==> config.mk <==
export PLATFORM = sky130hd
export DESIGN_NAME = pulse_chan_arbiter
export DESIGN_NICKNAME = d
export VERILOG_FILES = /design/src/rtl/pulse_chan_arbiter.sv
export SDC_FILE = /design/constraint.sdc
export NUM_CORES = 1
export LEC_CHECK = 0
export ABC_AREA = 1
export BUFFER_PORTS_ARGS = -buffer_cell sky130_fd_sc_hd__buf_2
export CORE_ASPECT_RATIO = 1.4
export CORE_UTILIZATION = 50
export CTS_CLUSTER_DIAMETER = 150
export DETAILED_ROUTE_END_ITERATION = 12
export PLACE_DENSITY_LB_ADDON = 0.08
export SLEW_MARGIN = 25
export SYNTH_ARGS = -nofsm -noshare
export SYNTH_HDL_FRONTEND = slang
export SYNTH_SLANG_ARGS = --single-unit
==> constraint.sdc <==
create_clock -name clk -period 9.59 [get_ports clk]
set_clock_uncertainty 0.1 [all_clocks]
set_input_delay 0 -clock clk [delete_from_list [all_inputs] [get_ports clk]]
set_output_delay 0 -clock clk [all_outputs]
set_load 0.005 [all_outputs]
==> src/rtl/pulse_chan_arbiter.sv <==
// Round-robin scheduler sharing one four-phase level-flag crossing channel among NUM_REQ requesters.
// Pulse-to-chan_req latency is 2 cycles. Pulses queue in saturating per-requester counters while the channel is busy.
module pulse_chan_arbiter #(
  parameter int NUM_REQ = 4,
  parameter int CNT_W   = 4,
  parameter int TIMEOUT = 255
) (
  input  logic                       clk,
  input  logic                       rst,
  input  logic                       enable,
  input  logic [NUM_REQ-1:0]         req_pulse,
  output logic                       chan_req,
  output logic [$clog2(NUM_REQ)-1:0] chan_id,
  input  logic                       chan_ack,
  output logic [NUM_REQ-1:0]         done_pulse,
  output logic                       busy,
  output logic [NUM_REQ-1:0]         ovf_sticky,
  input  logic                       ovf_clr,
  output logic                       timeout_err
);

  localparam int ID_W  = $clog2(NUM_REQ);
  localparam int TMR_W = (TIMEOUT > 1) ? $clog2(TIMEOUT + 1) : 1;
  localparam logic [CNT_W-1:0] CNT_MAX  = '1;
  localparam logic [TMR_W-1:0] TMR_LAST = TMR_W'((TIMEOUT > 0) ? TIMEOUT - 1 : 0);
  localparam logic             TMO_EN   = (TIMEOUT != 0);

  typedef enum logic [1:0] {IDLE, REQ, REL} state_t;

  state_t             state, state_nxt;
  logic [CNT_W-1:0]   cnt [NUM_REQ];
  logic [ID_W-1:0]    rr_ptr, winner, ptr_nxt;
  logic [ID_W:0]      idx;
  logic               found, grant, req_nxt, terr_set, tmo_hit;
  logic [NUM_REQ-1:0] grant_vec, done_nxt, ovf_new;
  logic [TMR_W-1:0]   timer, timer_nxt;

  assign busy    = (state != IDLE);
  assign tmo_hit = TMO_EN && (timer == TMR_LAST);
  assign ptr_nxt = (winner == ID_W'(NUM_REQ - 1)) ? '0 : winner + 1'b1;

  // First non-empty counter at or after rr_ptr, wrapping modulo NUM_REQ.
  always_comb begin
    found  = 1'b0;
    winner = '0;
    idx    = '0;
    for (int k = 0; k < NUM_REQ; k++) begin
      idx = {1'b0, rr_ptr} + (ID_W+1)'(k);
      if (idx >= (ID_W+1)'(NUM_REQ)) idx = idx - (ID_W+1)'(NUM_REQ);
      if (!found && cnt[idx[ID_W-1:0]] != '0) begin
        found  = 1'b1;
        winner = idx[ID_W-1:0];
      end
    end
  end

  always_comb begin
    state_nxt = state;
    grant     = 1'b0;
    req_nxt   = 1'b0;
    done_nxt  = '0;
    timer_nxt = '0;
    terr_set  = 1'b0;
    unique case (state)
      IDLE: begin
        if (enable && found) begin
          grant     = 1'b1;
          req_nxt   = 1'b1;
          state_nxt = REQ;
        end
      end
      REQ: begin
        req_nxt = 1'b1;
        if (chan_ack) begin
          done_nxt[chan_id] = 1'b1;
          req_nxt           = 1'b0;
          state_nxt         = REL;
        end else if (tmo_hit) begin
          terr_set  = 1'b1;
          req_nxt   = 1'b0;
          state_nxt = REL;
        end else begin
          timer_nxt = TMO_EN ? timer + 1'b1 : '0;
        end
      end
      REL: begin
        if (!chan_ack) begin
          state_nxt = IDLE;
        end else if (tmo_hit) begin
          terr_set  = 1'b1;
          state_nxt = IDLE;
        end else begin
          timer_nxt = TMO_EN ? timer + 1'b1 : '0;
        end
      end
      default: state_nxt = IDLE;
    endcase
  end

  always_comb begin
    grant_vec = grant ? (NUM_REQ'(1) << winner) : '0;
    ovf_new   = '0;
    for (int i = 0; i < NUM_REQ; i++) begin
      ovf_new[i] = req_pulse[i] && !grant_vec[i] && (cnt[i] == CNT_MAX);
    end
  end

  always_ff @(posedge clk) begin
    if (rst) state <= IDLE;
    else     state <= state_nxt;
  end

  always_ff @(posedge clk) begin
    if (rst) begin
      rr_ptr      <= '0;
      chan_req    <= 1'b0;
      chan_id     <= '0;
      done_pulse  <= '0;
      timer       <= '0;
      timeout_err <= 1'b0;
    end else begin
      chan_req   <= req_nxt;
      done_pulse <= done_nxt;
      timer      <= timer_nxt;
      if (terr_set) timeout_err <= 1'b1;
      if (grant) begin
        chan_id <= winner;
        rr_ptr  <= ptr_nxt;
      end
    end
  end

  // A pulse arriving with its own grant cancels out; a saturated counter drops the pulse.
  always_ff @(posedge clk) begin
    if (rst) begin
      for (int i = 0; i < NUM_REQ; i++) cnt[i] <= '0;
      ovf_sticky <= '0;
    end else begin
      for (int i = 0; i < NUM_REQ; i++) begin
        if (req_pulse[i] && !grant_vec[i]) begin
          if (cnt[i] != CNT_MAX) cnt[i] <= cnt[i] + 1'b1;
        end else if (!req_pulse[i] && grant_vec[i]) begin
          cnt[i] <= cnt[i] - 1'b1;
        end
      end
      ovf_sticky <= (ovf_clr ? '0 : ovf_sticky) | ovf_new;
    end
  end

endmodule
==> results of run 1 <==
worst max path at each step:
stage,to,slack (ns),cells past startpoint
after floorplan,cnt[0][3],6.51,22
after global placement,cnt[0][3],6.13,20
after detailed placement,cnt[0][3],6.02,20
after CTS,cnt[0][3],6.00,20
after global routing,cnt[0][3],5.56,20
final,cnt[0][3],5.98,20
kinds of logic (layout without fill, tap and decap cells):
logic type      count (synthesis)  after routing
flops                          42             42
compound gates                 30             30
buf+inv                        51             86
simple gates                  175            175
xor+xnor                       13             13
fa+ha+maj                      20             20
repair_timing:
action | in CTS | in global routing
buffers inserted | 0 | 0
endpoints found under the hold margin | 11 | 0
hold buffers | 11 | 0
routing by layer:
layer  up-vias  global-route usage [%]
li1       1153                       -
met1      1020                   22.96
met2        35                   41.15
met3        11                   3.125
met4         0                   10.95
met5         -                       0
final cells by class:
class	instances	area, µm²
Fill cell	476	1971
Multi-Input combinational cell	238	1403
Sequential cell	42	1001
Timing Repair Buffer	32	215.2
Inverter	46	175.2
Tap cell	64	80.08
Clock buffer	6	72.57
Clock inverter	2	37.54
sequential cells by signal, indices dropped and copies added (netlist names), named ones only:
register     count
done_pulse       4
timeout_err      1
chan_req         1
state            2
chan_id          2
timer            8
ovf_sticky       4
rr_ptr           2
cnt             16
cell usage in the layout (no fill, tap or decap), drive strengths merged:
cell type    count
clkbuf           6
a21oi           16
and3             1
o211ai           1
nand3           35
fa               3
nand4           14
nand3b           2
dfxtp           26
o21ai           10
clkinvlp         1
o22ai            1
buf             21
a31oi            1
bufinv           1
edfxtp          16
nor4             1
dlygate4sd3     11
inv             46
xnor2            4
xor2             9
nor2            45
nor3             6
ha              17
o31ai            1
nand2           71
critical path, cell delays in order, from the launching register on:
cell	delay [ns]
dfxtp_1	0.64
nand2_1	0.16
nand2_2	0.14
inv_1	0.08
nand3_1	0.08
nand2_2	0.09
nand2_1	0.11
nor2_1	0.05
o22ai_1	0.12
nand2_1	0.13
inv_1	0.12
ha_1	0.19
nand4_1	0.16
nor2_1	0.27
ha_1	0.32
a21oi_1	0.16
nand2_1	0.07
xnor2_1	0.17
nor2_1	0.07
nand2_1	0.06
nand2_1	0.05
per-stage QoR:
step	power (µW)	hold slack (ns)
after floorplan	515.6	0.06215
after global routing	785.3	0.02295
final	719.3	0.006013
after detailed placement	582.8	0.2199
after global placement	576.9	0.2175
after CTS	725.5	0.003560
power by group:
part           switching [µW]  total, µW  internal [µW]
combinational             202        313            112
clock                    60.3        138           77.7
sequential               43.0        268            225
==> flow_summary.ini, run 1 <==
[synthesis]
synth-main-ff-cell = dfxtp_1
synth_most_common_cell = nand2_1
synth_largest_type_area_fraction_pct = 19.87
synthTopCellsByArea = dfxtp_1 20%, edfxtp_1 18%, nand2_1 9.6%
synth_common_cells = 67 x nand2_1, 41 x inv_1, 40 x nor2_1
synth_warnings = 0
synth_top_family_by_area = simple AND/OR/NAND/NOR gates
syn_area_mm2 = 0.002620
yosysTopAreaCell = dfxtp_1
synthMuxAreaShare_pct = 0
synthSimpleGateAreaFrac_pct = 32.76
synthCells = 331
synth_nets = 360
synth-seq-cells = 42
synth-xor-area-share_pct = 4.346
synth_compound_area_share_pct = 6.017
avgSynthCellArea_um2 = 7.915
ys_async_sr_fraction_pct = 0
synthAdderAreaFrac_pct = 10.41
synth.distinct_cells = 33
yosysSeqAreaShare_pct = 38.20
synth_edf_count = 16

[cells_and_area]
instances_no_fill = 430
antennaDiodeCount = 0
postLayoutCoreUtil_pct = 60.23
area_growth_pct = 13.90
drive_above_1_share_pct = 14.48
nets = 394
fin_area_mm2 = 0.002984

[sta]
setup_viol = 0
setup_tns_ns = 0
min_period_ns = 3.610
hold_violations = 0
rsz0062_at_grt = false
slew_headroom_pct = 63.82
worst_slew_pin_slew_ns = 0.5420
fin_ws_ns = 5.980
layout_worst_path_cycle_share_pct = 37.64
drv_slew = 0
max_freq_mhz = 277.0

[clock_network]
root_buffer = clkbuf_8
clockBufferDepth = 2
clk_latency_ns = 0.30
cts_resized = 0
cts_tree = yes
clkTransAtPathRegs_ns = 0.08
cts.htree.levels = 2
clkSinkCount = 42
cts_buffers = 5

[route]
drc_errors = 0
drt-initial-drc-count = 90
num_vias = 2219
wl_met2_um = 2976
highest_layer = met4
wl_per_cell_um = 12.80
wl_met1_um = 2279
viasPerCell = 5.160
wl_met3_um = 113
antenna_left = 0
first_pass_iters = 4
drt-total-wl_um = 5503

[global_route]
antenna_found_initial = 0
gr-usage-all-layers_pct = 21.58
gr-total-overflow = 0
grt_max_degree = 17
grt_pass1_wl_um = 9163
grt_pass1_vias = 2113

[critical_path]
worstSetupPathType = flip-flop to flip-flop
worstReg2RegStart = rr_ptr[0]
cp.required_ns = 9.55
cp_max_fo = 16
start_kind = flip-flop
rr_worst_depth = 20
rrSetupSlack_ns = 5.98
cp-end-kind = flip-flop
reg2reg_to = cnt[0][3]
critPathLaunch = rr_ptr[0]
arrival_ns = 3.57

[die]
io_pins = 22
fp.coreArea_mm2 = 0.004955
rows = 30
start_util_pct = 52.88
dieArea_mm2 = 0.005538
die_w_um = 63.18
chipHeight_um = 87.65

[place]
dpl_worst_slack_ns = 6.020
dp.cells = 411
gp_congestion = 0.8490
dpl_cell_area_mm2 = 0.002764
dpl.hpwl_um = 4261
numPortBuffers = 21

[hold_path]
hold_start = enable
hp-class = input port to flip-flop
whs_endpoint = chan_id[0]
hold_depth = 3

[power_and_ir_drop]
power.density_mw_per_mm2 = 241.0
peakVddDrop_mv = 0.1181
cellLeakagePower_uw = 0.001403

[flow_run]
drv_cap = 0

[status]
status = finished clean
Power figures use the tool's default switching activity.
==> run 2: changes to the inputs <==
Clock period 9.59 ns to 3.4 ns, I/O delays scaled along.
==> run 2 against run 1 <==
Net effect:
- cell count rose by 6.0%
- maximum frequency rose by 10%
- via count rose by 4.6%
- non-clock buffer count rose by 26
- sequential share of layout area fell by 3.1 points
- wire length rose by 8.6%
- critical path depth fell by 1
- design area rose by 10%
- sequential power rose to 2.7 times the previous value
- clock power rose by 140%
==> flow_summary.ini, run 2 (same netlist as run 1, synthesis figures left out) <==
[status]
status = finished clean

[clock_network]
cts.htree.levels = 2
cts_buffers = 5
clkSinkCount = 42
clockBufferDepth = 2
clkTransAtPathRegs_ns = 0.08
cts_tree = yes
root_buffer = clkbuf_8
clk_latency_ns = 0.30

[die]
io_pins = 22
chipHeight_um = 87.65
dieArea_mm2 = 0.005538
die_w_um = 63.18
start_util_pct = 52.88
rows = 30
fp.coreArea_mm2 = 0.004955

[critical_path]
cp-end-kind = flip-flop
cpMaxStageDelayCell = edfxtp_1
cp_cell_sequence = nor2_2 -> nand2_1 -> nand2_1 -> nand3_2 -> nor2_4 -> buf_4 -> nand3_1 -> nand3b_1 -> nand2_1 -> ha_1 -> nand4_1 -> nor2_4 -> ha_4 -> a21oi_1 -> nand2_1 -> xnor2_1 -> nor2_1 -> nand2_1 -> nand2_1
cp_max_fo = 4
critical_path.most_common_cell = nand2_1
start_kind = flip-flop
cp.required_ns = 3.36
worstSetupPathType = flip-flop to flip-flop
cp_top_family = simple AND/OR/NAND/NOR gates
arrival_ns = 3.24
slowest_delay_ns = 0.47
crit_buf_inv = 1

[sta]
rsz0062_at_grt = true
hold_ws_ns = 0.02884
setup_viol = 0
drv_slew = 0
layout_worst_path_cycle_share_pct = 96.48
hold_violations = 0
worst_slew_pin_slew_ns = 0.5801
max_freq_mhz = 304.8
min_period_ns = 3.280
slew_headroom_pct = 61.28

[power_and_ir_drop]
p_clk_share_pct = 14.6
power.density_mw_per_mm2 = 691.5
p_int_uw = 1289
p_switching_uw = 983.6
seqPwrFrac_pct = 31.8
pwr-share-comb_pct = 53.6
peakVddDrop_mv = 0.3487
cellLeakagePower_uw = 0.001533
switching_share_pct = 43.27

[hold_path]
hp-class = input port to flip-flop

[route]
drt-initial-drc-count = 145
drt-total-wl_um = 5974
num_vias = 2320
drc_errors = 0
viasPerCell = 5.088
antenna_left = 0
wl_per_cell_um = 13.10
first_pass_iters = 4

[global_route]
gr-total-overflow = 0
grt_pass1_wl_um = 9439
antenna_found_initial = 0
grt_max_degree = 17
met1_usage_pct = 24.78
use_met3_pct = 2.865
use_met2_pct = 41.35
grt_busiest_layer = met2
gr-usage-all-layers_pct = 21.86
grt_pass1_vias = 2131

[place]
gp_congestion = 0.9081
numPortBuffers = 21
dpl.hpwl_um = 4268
dp.cells = 421

[cells_and_area]
layout_common_cells = 63 x nand2_1, 39 x inv_1, 35 x nor2_1
fill_cells = 461
final_common_cell = nand2_1
biggestRegsByFlops = cnt x16, timer x8
largest_register_ffs = 16
postLayoutCoreUtil_pct = 66.34
area_growth_pct = 25.45
antennaDiodeCount = 0
instances_no_fill = 456
nets = 420
top_register = cnt
seqCellArea_mm2 = 0.001002
multi_input_area_mm2 = 0.001533
drive_above_1_share_pct = 26.28

[flow_run]
drv_cap = 0
## run 2: cell count changes in the layout (fill, tap and decap cells not counted), sizes merged
cell	delta
clkbuf	-1
clkinvlp	-1
bufinv	-1
dlygate4sd3	-1
buf	+27
inv	+1
clkinv	+2
## run 2: cell type report
cell class | instances | share of cell area (%)
clock inverters | 3 | 0.6091
repair buffers | 58 | 12.41
inverters | 46 | 5.329
multi-input cells | 238 | 46.63
flip-flops and latches | 42 | 30.49
clock buffers | 5 | 2.094
well taps | 64 | 2.436
## run 2: what timing repair did
item	in CTS	in global routing
setup endpoints to repair	0	3
resized for setup	0	28
hold buffers	10	0
buffers inserted	0	18
endpoints found under the hold margin	11	0
## run 2: through the flow
stage	total power, µW	TNS [ns]	setup WS (ns)	cell area [µm²]
2_1_floorplan	1454	0	0.3153	2620
5_1_grt	2451	-0.1873	-0.09944	3287
6_report	2273	0	0.1196	3287
3_5_place_dp	1676	0	0.01502	2839
4_1_cts	2016	0	0.005506	3028
3_3_place_gp	1665	0	0.08374	2839
## run 2: power groups by stage
| stage | Combinational [µW] | Clock, µW | Sequential, µW |
|---|---|---|---|
| 2_1_floorplan | 741 | 0 | 714 |
| 3_3_place_gp | 939 | 0 | 726 |
| 3_5_place_dp | 948 | 0 | 728 |
| 4_1_cts | 960 | 340 | 716 |
| 5_1_grt | 1360 | 355 | 735 |
| 6_report | 1220 | 332 | 723 |
## run 2: metal layers
| metal | wire, µm | vias to the layer above |
|---|---|---|
| li1 | - | 1208 |
| met1 | 2531 | 1073 |
| met2 | 3203 | 31 |
| met3 | 148 | 8 |
| met4 | 91 | 0 |
| met5 | 0 | - |
## run 2: worst paths after layout
check | start | to | slack [ns] | depth (start not counted)
worst max register to register | cnt[1][2] | cnt[2][3] | 0.12 | 19
worst min-delay path | enable | chan_id[0] | 0.03 | 3
worst min register to register | timeout_err | timeout_err | 0.37 | 2
worst max-delay path | cnt[1][2] | cnt[2][3] | 0.12 | 19
## run 2: worst register-to-register path, stage by stage, from the launching register on
cell	delay [ns]
edfxtp_1	0.47
nor2_2	0.16
nand2_1	0.10
nand2_1	0.08
nand3_2	0.09
nor2_4	0.13
buf_4	0.11
nand3_1	0.06
nand3b_1	0.17
nand2_1	0.13
ha_1	0.21
nand4_1	0.19
nor2_4	0.23
ha_4	0.23
a21oi_1	0.11
nand2_1	0.09
xnor2_1	0.20
nor2_1	0.07
nand2_1	0.06
nand2_1	0.05
